### src/rtl/uart_pkg.sv
`default_nettype none
// ============================================================================
//  Module   : uart_pkg
//  Purpose  : Shared UART frame constants, FSM encoding and frame builder.
//             Optional feature macro: UART_ARB_PARITY_EN (adds even parity bit)
//  Revision : 1.0  initial release
// ============================================================================
package uart_pkg;

    localparam int   UART_DATA_W = 8;
    localparam logic UART_START  = 1'b0;
    localparam logic UART_STOP   = 1'b1;

`ifdef UART_ARB_PARITY_EN
    localparam int FRAME_BITS = 11;
`else
    localparam int FRAME_BITS = 10;
`endif

    typedef enum logic [1:0] {
        ST_IDLE = 2'd0,
        ST_SEND = 2'd1,
        ST_GAP  = 2'd2
    } uart_state_e;

    // Frame laid out MSB-first in transmission order: start bit in the top bit.
    function automatic logic [FRAME_BITS-1:0] uart_frame(input logic [UART_DATA_W-1:0] d);
`ifdef UART_ARB_PARITY_EN
        return {UART_START, d, ^d, UART_STOP};
`else
        return {UART_START, d, UART_STOP};
`endif
    endfunction

endpackage
`default_nettype wire

### src/rtl/uart_tx_ser.sv
`default_nettype none
// ============================================================================
//  Module   : uart_tx_ser
//  Purpose  : Load/shift serializer with baud counter; shifts the frame plus
//             the idle gap. Frame length follows macro UART_ARB_PARITY_EN.
//  Revision : 1.0  initial release
// ============================================================================
module uart_tx_ser
    import uart_pkg::*;
#(
    parameter int BAUD_DIV = 868,
    parameter int GAP_BITS = 1
) (
    input  logic                   clk_sys,
    input  logic                   rst_n,
    input  logic                   ld,
    input  logic [UART_DATA_W-1:0] data,
    output logic                   uart_tx,
    output logic                   bit_done,
    output logic                   frm_end
);

    localparam int              NBITS     = FRAME_BITS + GAP_BITS;
    localparam int              SH_W      = NBITS - 1;
    localparam int              CNT_W     = (BAUD_DIV > 1) ? $clog2(BAUD_DIV) : 1;
    localparam logic [CNT_W-1:0] BAUD_LAST = CNT_W'(BAUD_DIV - 1);
    localparam logic [3:0]      BIT_LAST  = 4'(NBITS - 1);

    generate
        if (BAUD_DIV < 2) begin : g_baud_chk
            $error("uart_tx_ser: BAUD_DIV must be at least 2");
        end
    endgenerate

    logic             active_q, active_d;
    logic [CNT_W-1:0] baud_q, baud_d;
    logic [3:0]       bit_q, bit_d;
    logic [SH_W-1:0]  sh_q, sh_d;
    logic             tx_q, tx_d;
    logic             bit_done_q, bit_done_d;
    logic             frm_end_q, frm_end_d;
    logic [FRAME_BITS-1:0] frame_w;
    logic [SH_W-1:0]  load_sh;

    always_comb begin
        frame_w = uart_frame(data);
        load_sh = '1;
        load_sh[SH_W-1 -: FRAME_BITS-1] = frame_w[FRAME_BITS-2:0];

        active_d = active_q;
        baud_d   = baud_q;
        bit_d    = bit_q;
        sh_d     = sh_q;
        tx_d     = tx_q;

        if (ld) begin
            active_d = 1'b1;
            baud_d   = '0;
            bit_d    = '0;
            tx_d     = frame_w[FRAME_BITS-1];
            sh_d     = load_sh;
        end else if (active_q) begin
            if (baud_q == BAUD_LAST) begin
                baud_d = '0;
                if (bit_q == BIT_LAST) begin
                    active_d = 1'b0;
                    tx_d     = UART_STOP;
                end else begin
                    bit_d = bit_q + 4'd1;
                    tx_d  = sh_q[SH_W-1];
                    sh_d  = {sh_q[SH_W-2:0], 1'b1};
                end
            end else begin
                baud_d = baud_q + CNT_W'(1);
            end
        end

        // Pulses are registered one cycle ahead so they line up with the last
        // cycle of the bit they mark; this is why BAUD_DIV must be >= 2.
        bit_done_d = active_d && (baud_d == BAUD_LAST);
        frm_end_d  = bit_done_d && (bit_d == BIT_LAST);
    end

    always_ff @(posedge clk_sys or negedge rst_n) begin
        if (!rst_n) begin
            active_q   <= 1'b0;
            baud_q     <= '0;
            bit_q      <= '0;
            sh_q       <= '1;
            tx_q       <= UART_STOP;
            bit_done_q <= 1'b0;
            frm_end_q  <= 1'b0;
        end else begin
            active_q   <= active_d;
            baud_q     <= baud_d;
            bit_q      <= bit_d;
            sh_q       <= sh_d;
            tx_q       <= tx_d;
            bit_done_q <= bit_done_d;
            frm_end_q  <= frm_end_d;
        end
    end

    assign uart_tx  = tx_q;
    assign bit_done = bit_done_q;
    assign frm_end  = frm_end_q;

endmodule
`default_nettype wire

### src/rtl/uart_tx_arb.sv
`default_nettype none
// ============================================================================
//  Module   : uart_tx_arb
//  Purpose  : Round-robin arbiter sharing one UART TX line among NREQ byte
//             sources. Parity bit enabled by macro UART_ARB_PARITY_EN.
//  Revision : 1.0  initial release
// ============================================================================
module uart_tx_arb
    import uart_pkg::*;
#(
    parameter int NREQ     = 4,
    parameter int BAUD_DIV = 868,
    parameter int GAP_BITS = 1
) (
    input  logic                        clk_sys,
    input  logic                        rst_n,
    input  logic [NREQ-1:0]             req_vld,
    input  logic [NREQ*UART_DATA_W-1:0] req_data,
    output logic [NREQ-1:0]             req_rdy,
    output logic                        uart_tx,
    output logic                        busy,
    output logic [2:0]                  gnt_id,
    output logic                        frm_done
);

    localparam logic [2:0] RR_RST   = 3'(NREQ - 1);
    localparam logic [3:0] STOP_IDX = 4'(FRAME_BITS - 1);

    generate
        if (NREQ < 2 || NREQ > 8) begin : g_nreq_chk
            $error("uart_tx_arb: NREQ must be in 2..8");
        end
        if (GAP_BITS < 0 || GAP_BITS > 3) begin : g_gap_chk
            $error("uart_tx_arb: GAP_BITS must be in 0..3");
        end
    endgenerate

    uart_state_e            state_q;
    logic [2:0]             rr_q;
    logic [2:0]             gnt_q;
    logic                   busy_q;
    logic [3:0]             bits_q;

    logic                   found;
    logic [2:0]             win;
    logic [UART_DATA_W-1:0] win_data;
    logic                   accept;
    logic                   bit_done;
    logic                   frm_end;

    // Two passes: first set bit above the pointer, otherwise wrap to the lowest.
    always_comb begin
        found = 1'b0;
        win   = rr_q;
        for (int i = 0; i < NREQ; i++) begin
            if (!found && req_vld[i] && (3'(i) > rr_q)) begin
                found = 1'b1;
                win   = 3'(i);
            end
        end
        for (int i = 0; i < NREQ; i++) begin
            if (!found && req_vld[i] && (3'(i) <= rr_q)) begin
                found = 1'b1;
                win   = 3'(i);
            end
        end

        accept   = (state_q == ST_IDLE) && found;
        win_data = '0;
        for (int i = 0; i < NREQ; i++) begin
            req_rdy[i] = accept && (win == 3'(i));
            if (win == 3'(i)) begin
                win_data = req_data[UART_DATA_W*i +: UART_DATA_W];
            end
        end
    end

    always_ff @(posedge clk_sys or negedge rst_n) begin
        if (!rst_n) begin
            state_q <= ST_IDLE;
            rr_q    <= RR_RST;
            gnt_q   <= '0;
            busy_q  <= 1'b0;
            bits_q  <= '0;
        end else begin
            case (state_q)
                ST_IDLE: begin
                    if (accept) begin
                        gnt_q   <= win;
                        rr_q    <= win;
                        busy_q  <= 1'b1;
                        bits_q  <= '0;
                        state_q <= ST_SEND;
                    end
                end
                ST_SEND: begin
                    // frm_end wins here only when there is no gap to send.
                    if (frm_end) begin
                        busy_q  <= 1'b0;
                        state_q <= ST_IDLE;
                    end else if (bit_done) begin
                        bits_q <= bits_q + 4'd1;
                        if (bits_q == STOP_IDX) begin
                            state_q <= ST_GAP;
                        end
                    end
                end
                ST_GAP: begin
                    if (frm_end) begin
                        busy_q  <= 1'b0;
                        state_q <= ST_IDLE;
                    end
                end
                default: begin
                    busy_q  <= 1'b0;
                    state_q <= ST_IDLE;
                end
            endcase
        end
    end

    uart_tx_ser #(
        .BAUD_DIV (BAUD_DIV),
        .GAP_BITS (GAP_BITS)
    ) u_ser (
        .clk_sys  (clk_sys),
        .rst_n    (rst_n),
        .ld       (accept),
        .data     (win_data),
        .uart_tx  (uart_tx),
        .bit_done (bit_done),
        .frm_end  (frm_end)
    );

    assign busy     = busy_q;
    assign gnt_id   = gnt_q;
    assign frm_done = frm_end;

endmodule
`default_nettype wire
### config.mk
export PLATFORM = sky130hd
export DESIGN_NAME = uart_tx_arb
export DESIGN_NICKNAME = d
export VERILOG_FILES = /design/src/rtl/uart_pkg.sv /design/src/rtl/uart_tx_ser.sv /design/src/rtl/uart_tx_arb.sv
export SDC_FILE = /design/constraint.sdc
export NUM_CORES = 1
export LEC_CHECK = 0
export CAP_MARGIN = 20
export CORE_MARGIN = 10
export CORE_UTILIZATION = 53
export CTS_CLUSTER_DIAMETER = 80
export DETAILED_ROUTE_END_ITERATION = 7
export PLACE_DENSITY_LB_ADDON = 0.15
export SLEW_MARGIN = 10
export SYNTH_ARGS = -nofsm -noshare
export SYNTH_HDL_FRONTEND = slang
export SYNTH_HIERARCHICAL = 1
export SYNTH_SLANG_ARGS = --single-unit
### constraint.sdc
create_clock -name clk_sys -period 2.5 [get_ports clk_sys]
set_clock_uncertainty 0.1 [all_clocks]
set_input_delay 0.5 -clock clk_sys [delete_from_list [all_inputs] [get_ports clk_sys]]
set_output_delay 0.5 -clock clk_sys [all_outputs]
set_load 0.01 [all_outputs]
==> metrics.md <==
| Metric | Value |
|---|---|
| Run status | `finished, violations left` |
| Failing checks | `setup timing` |
| Worst slew pin tran | `835 ps` |
| CTS Hold Buffers Added | `0` |
| Detailed-route via count | `2,422` |
| Setup crit start kind | `register` |
| Ports | `48` |
| Full die area | `0.00834 mm2` |
| Synth cell types | `62` |
| Avg Cell Area, Syn | `9.42 um2` |
| Async SR Flop Fraction | `100%` |
| Worst skew pair latency | `290 ps` |
| Post-Synthesis Cell Area | `0.00270 mm2` |
| Critical path class | `reg -> out` |
| Synth warn | `6` |
| Share of the synthesized area in the top cell type | `25.1%` |
| Clock tree from TritonCTS | `yes` |
| Seq cells post-synth | `38` |
| Core Region | `0.00482 mm2` |
| DP Area | `0.00333 mm2` |
| Ranking of synthesized cells by area | `dfrtp_1, dfstp_2, mux2i_1, o221ai_2, nor2_1` |
| ANT cells | `0` |
| Worst hold path type | `in -> async` |
| CTS Buf Count | `5` |
| Initial antenna violation count | `0` |
| Root buf cell | `clkbuf_8` |
| Reg2reg path depth | `10` |
| GRT Total Usage | `15.7%` |
| Cell Rows | `25` |
| Worst-path clk slew | `80 ps` |
| R2R setup slack | `160 ps` |
| GRT overflow | `0` |
| Starting density of the core | `55.9%` |
| Share of cells above drive strength 1 | `28.4%` |
| Setup-failing EPs final | `4` |
| Layout Nets | `404` |
| Fill count | `329` |
| Final Cycle Share | `104%` |
| Max FO, Critical Path | `5` |
| Post-synth EDFFs | `0` |
| Fin. Hold Viols | `0` |
| Antenna Nets Post-Route | `0` |
| Drt wl/cell | `15.7 um` |
| Max-Cap Viols | `0` |
| Post-DP HPWL | `4.71 mm` |
| DRC viols | `0` |
| RR Endpoint | `u_ser/sh_q[6]` |
| H-tree levels | `2` |
| Synth area leader | `dfrtp_1` |
| First-pass DRT Iterations | `6` |
| Worst path cell trace | `buf_6 > a21boi_4 > o32a_1 > buf_4 > a21oi_4 > nor2_1 > buf_2` |
| RR Startpoint | `rr_q[0]` |
| Post-synthesis sequential area ratio | `35.8%` |
| CP Data Required Time | `1900 ps` |
| Synth Flop Type | `dfrtp_1` |
| Number of DRC markers in iteration 0 | `107` |
| Critical path's top delay family | `flip-flops` |
| Largest net degree at the start of global routing | `39` |
| Peak per-stage delay on the critical path | `630 ps` |
| PD cells | `947 mW/mm2` |
| Total wire length | `6.67 mm` |
| CP Capture Type | `primary output` |
| Pins over their slew limit | `0` |
| Clk sinks | `38` |
| Post-Syn Instances | `286` |
| Vias per inst | `5.69` |
| Setup WS post-layout | `-105 ps` |
| Post-synth top cells | `dfrtp_1, nor2_1, nand2_1` |
| Die Wd | `91.3 um` |
| Vias in the first global route | `2,434` |
| Leakage | `0.00155 uW` |
| CP max stage cell | `dfstp_2` |
| Post-Synthesis Net Count | `332` |
| WP data arrival | `2000 ps` |
| Layout area overhead | `36.3%` |
| Clock Tree Buf Depth | `2` |
| GP Congestion | `0.876` |
| Finished Cell Area | `0.00367 mm2` |
| Final hold slack | `204 ps` |
| Global-route wire length before repair | `11.3 mm` |
| Worst VDD drop | `774 uV` |
| Slew headroom | `44.4%` |
| I/O Buffers | `47` |
| Crit path buffers/inverters | `3` |
| Minimum clock period | `2600 ps` |
| Fmax | `384 MHz` |
| Unrepaired setup endpoints after global routing | `true` |
| Overall die height | `91.3 um` |
metrics by stage:
step,cells,total power [uW],util [%],TNS [ps],setup WS [ps]
floorplan,286,2070,-,0,104
global placement,409,2540,69.1,-7680,-678
detailed placement,409,2580,69.1,-9220,-729
CTS,424,3350,74.5,-190,-95.8
global route,426,3720,76.2,-495,-151
finish,426,3480,76.2,-228,-105
cells by family after synthesis:
group	after synthesis	synth area share, %
simple gates	113	23.7
compound gates	59	18.5
xor+xnor	12	3.90
flops	38	35.8
buf+inv	36	6.78
fa+ha+maj	8	3.71
mux	20	7.57
power breakdown:
group / switching (uW) / internal (uW) / total [uW] / leakage, uW
clock: 226 / 426 / 651 / 0.0000714
sequential: 155 / 824 / 979 / 0.000470
combinational: 961 / 888 / 1850 / 0.00101
registers in the layout, summed over array words and instances, names as in the netlist, 2 cells and up:
| register | flops |
|---|---|
| u_ser/sh_q | 8 |
| state_q | 2 |
| bits_q | 4 |
| u_ser/bit_q | 4 |
| rr_q | 3 |
| gnt_id | 2 |
| u_ser/baud_q | 10 |
what timing repair did:
action                                  4_1_cts  5_1_grt
endpoints found under the setup margin       14       10
pin swaps                                     4        5
buffers inserted                              7        2
resized for setup                            43       13
how the worst max path moves through the flow:
| stage | startpoint | to | slack, ps | depth (start not counted) |
|---|---|---|---|---|
| 2_1_floorplan | rr_q[0] | req_rdy[3] | 100 | 7 |
| 3_3_place_gp | req_vld[1] | req_rdy[0] | -680 | 6 |
| 3_5_place_dp | req_vld[1] | req_rdy[2] | -730 | 8 |
| 4_1_cts | rr_q[0] | req_rdy[0] | -100 | 6 |
| 5_1_grt | rr_q[0] | req_rdy[3] | -150 | 7 |
| 6_report | rr_q[0] | req_rdy[3] | -100 | 7 |
cell type report:
type                    count  area [um2]  area share (%)
clock inverters             2        60.1            1.64
well taps                  67        83.8            2.28
repair buffers             82         722            19.7
flip-flops and latches     38         966            26.3
inverters                  19        71.3            1.94
multi-input cells         212        1690            45.9
clock buffers               6        82.6            2.25
placed cells by master (no fill, tap or decap), types with 3 or more instances in the layout:
cell,netlist,layout
xnor2_1,8,8
dfstp_2,11,11
clkbuf_8,0,6
a31oi_1,3,3
nand2_1,22,21
nand2b_1,4,3
nand4_1,4,4
nor2b_1,4,3
dfrtp_1,27,26
mux2_2,3,3
buf_6,4,4
inv_1,18,18
nor4_2,2,3
buf_2,5,5
and2_1,4,4
ha_1,8,8
nand3_1,14,14
xor2_1,4,4
nand4b_1,3,3
nor3_1,8,7
nor2_1,27,25
and3_1,3,3
a21oi_1,10,8
buf_4,3,31
o21ai_0,10,10
o221ai_2,8,8
mux2i_1,17,17
o21a_1,3,3
clkdlybuf4s50_1,0,38
routing by layer:
layer / global-route usage, % / share of wire, % / up-vias
li1: - / - / 1179
met1: 19.2 / 45 / 1136
met2: 25.1 / 44 / 88
met3: 6.50 / 8.2 / 19
met4: 3.92 / 2.6 / 0
met5: 0 / 0 / -
No activity file was read; power rests on OpenSTA's default activity.
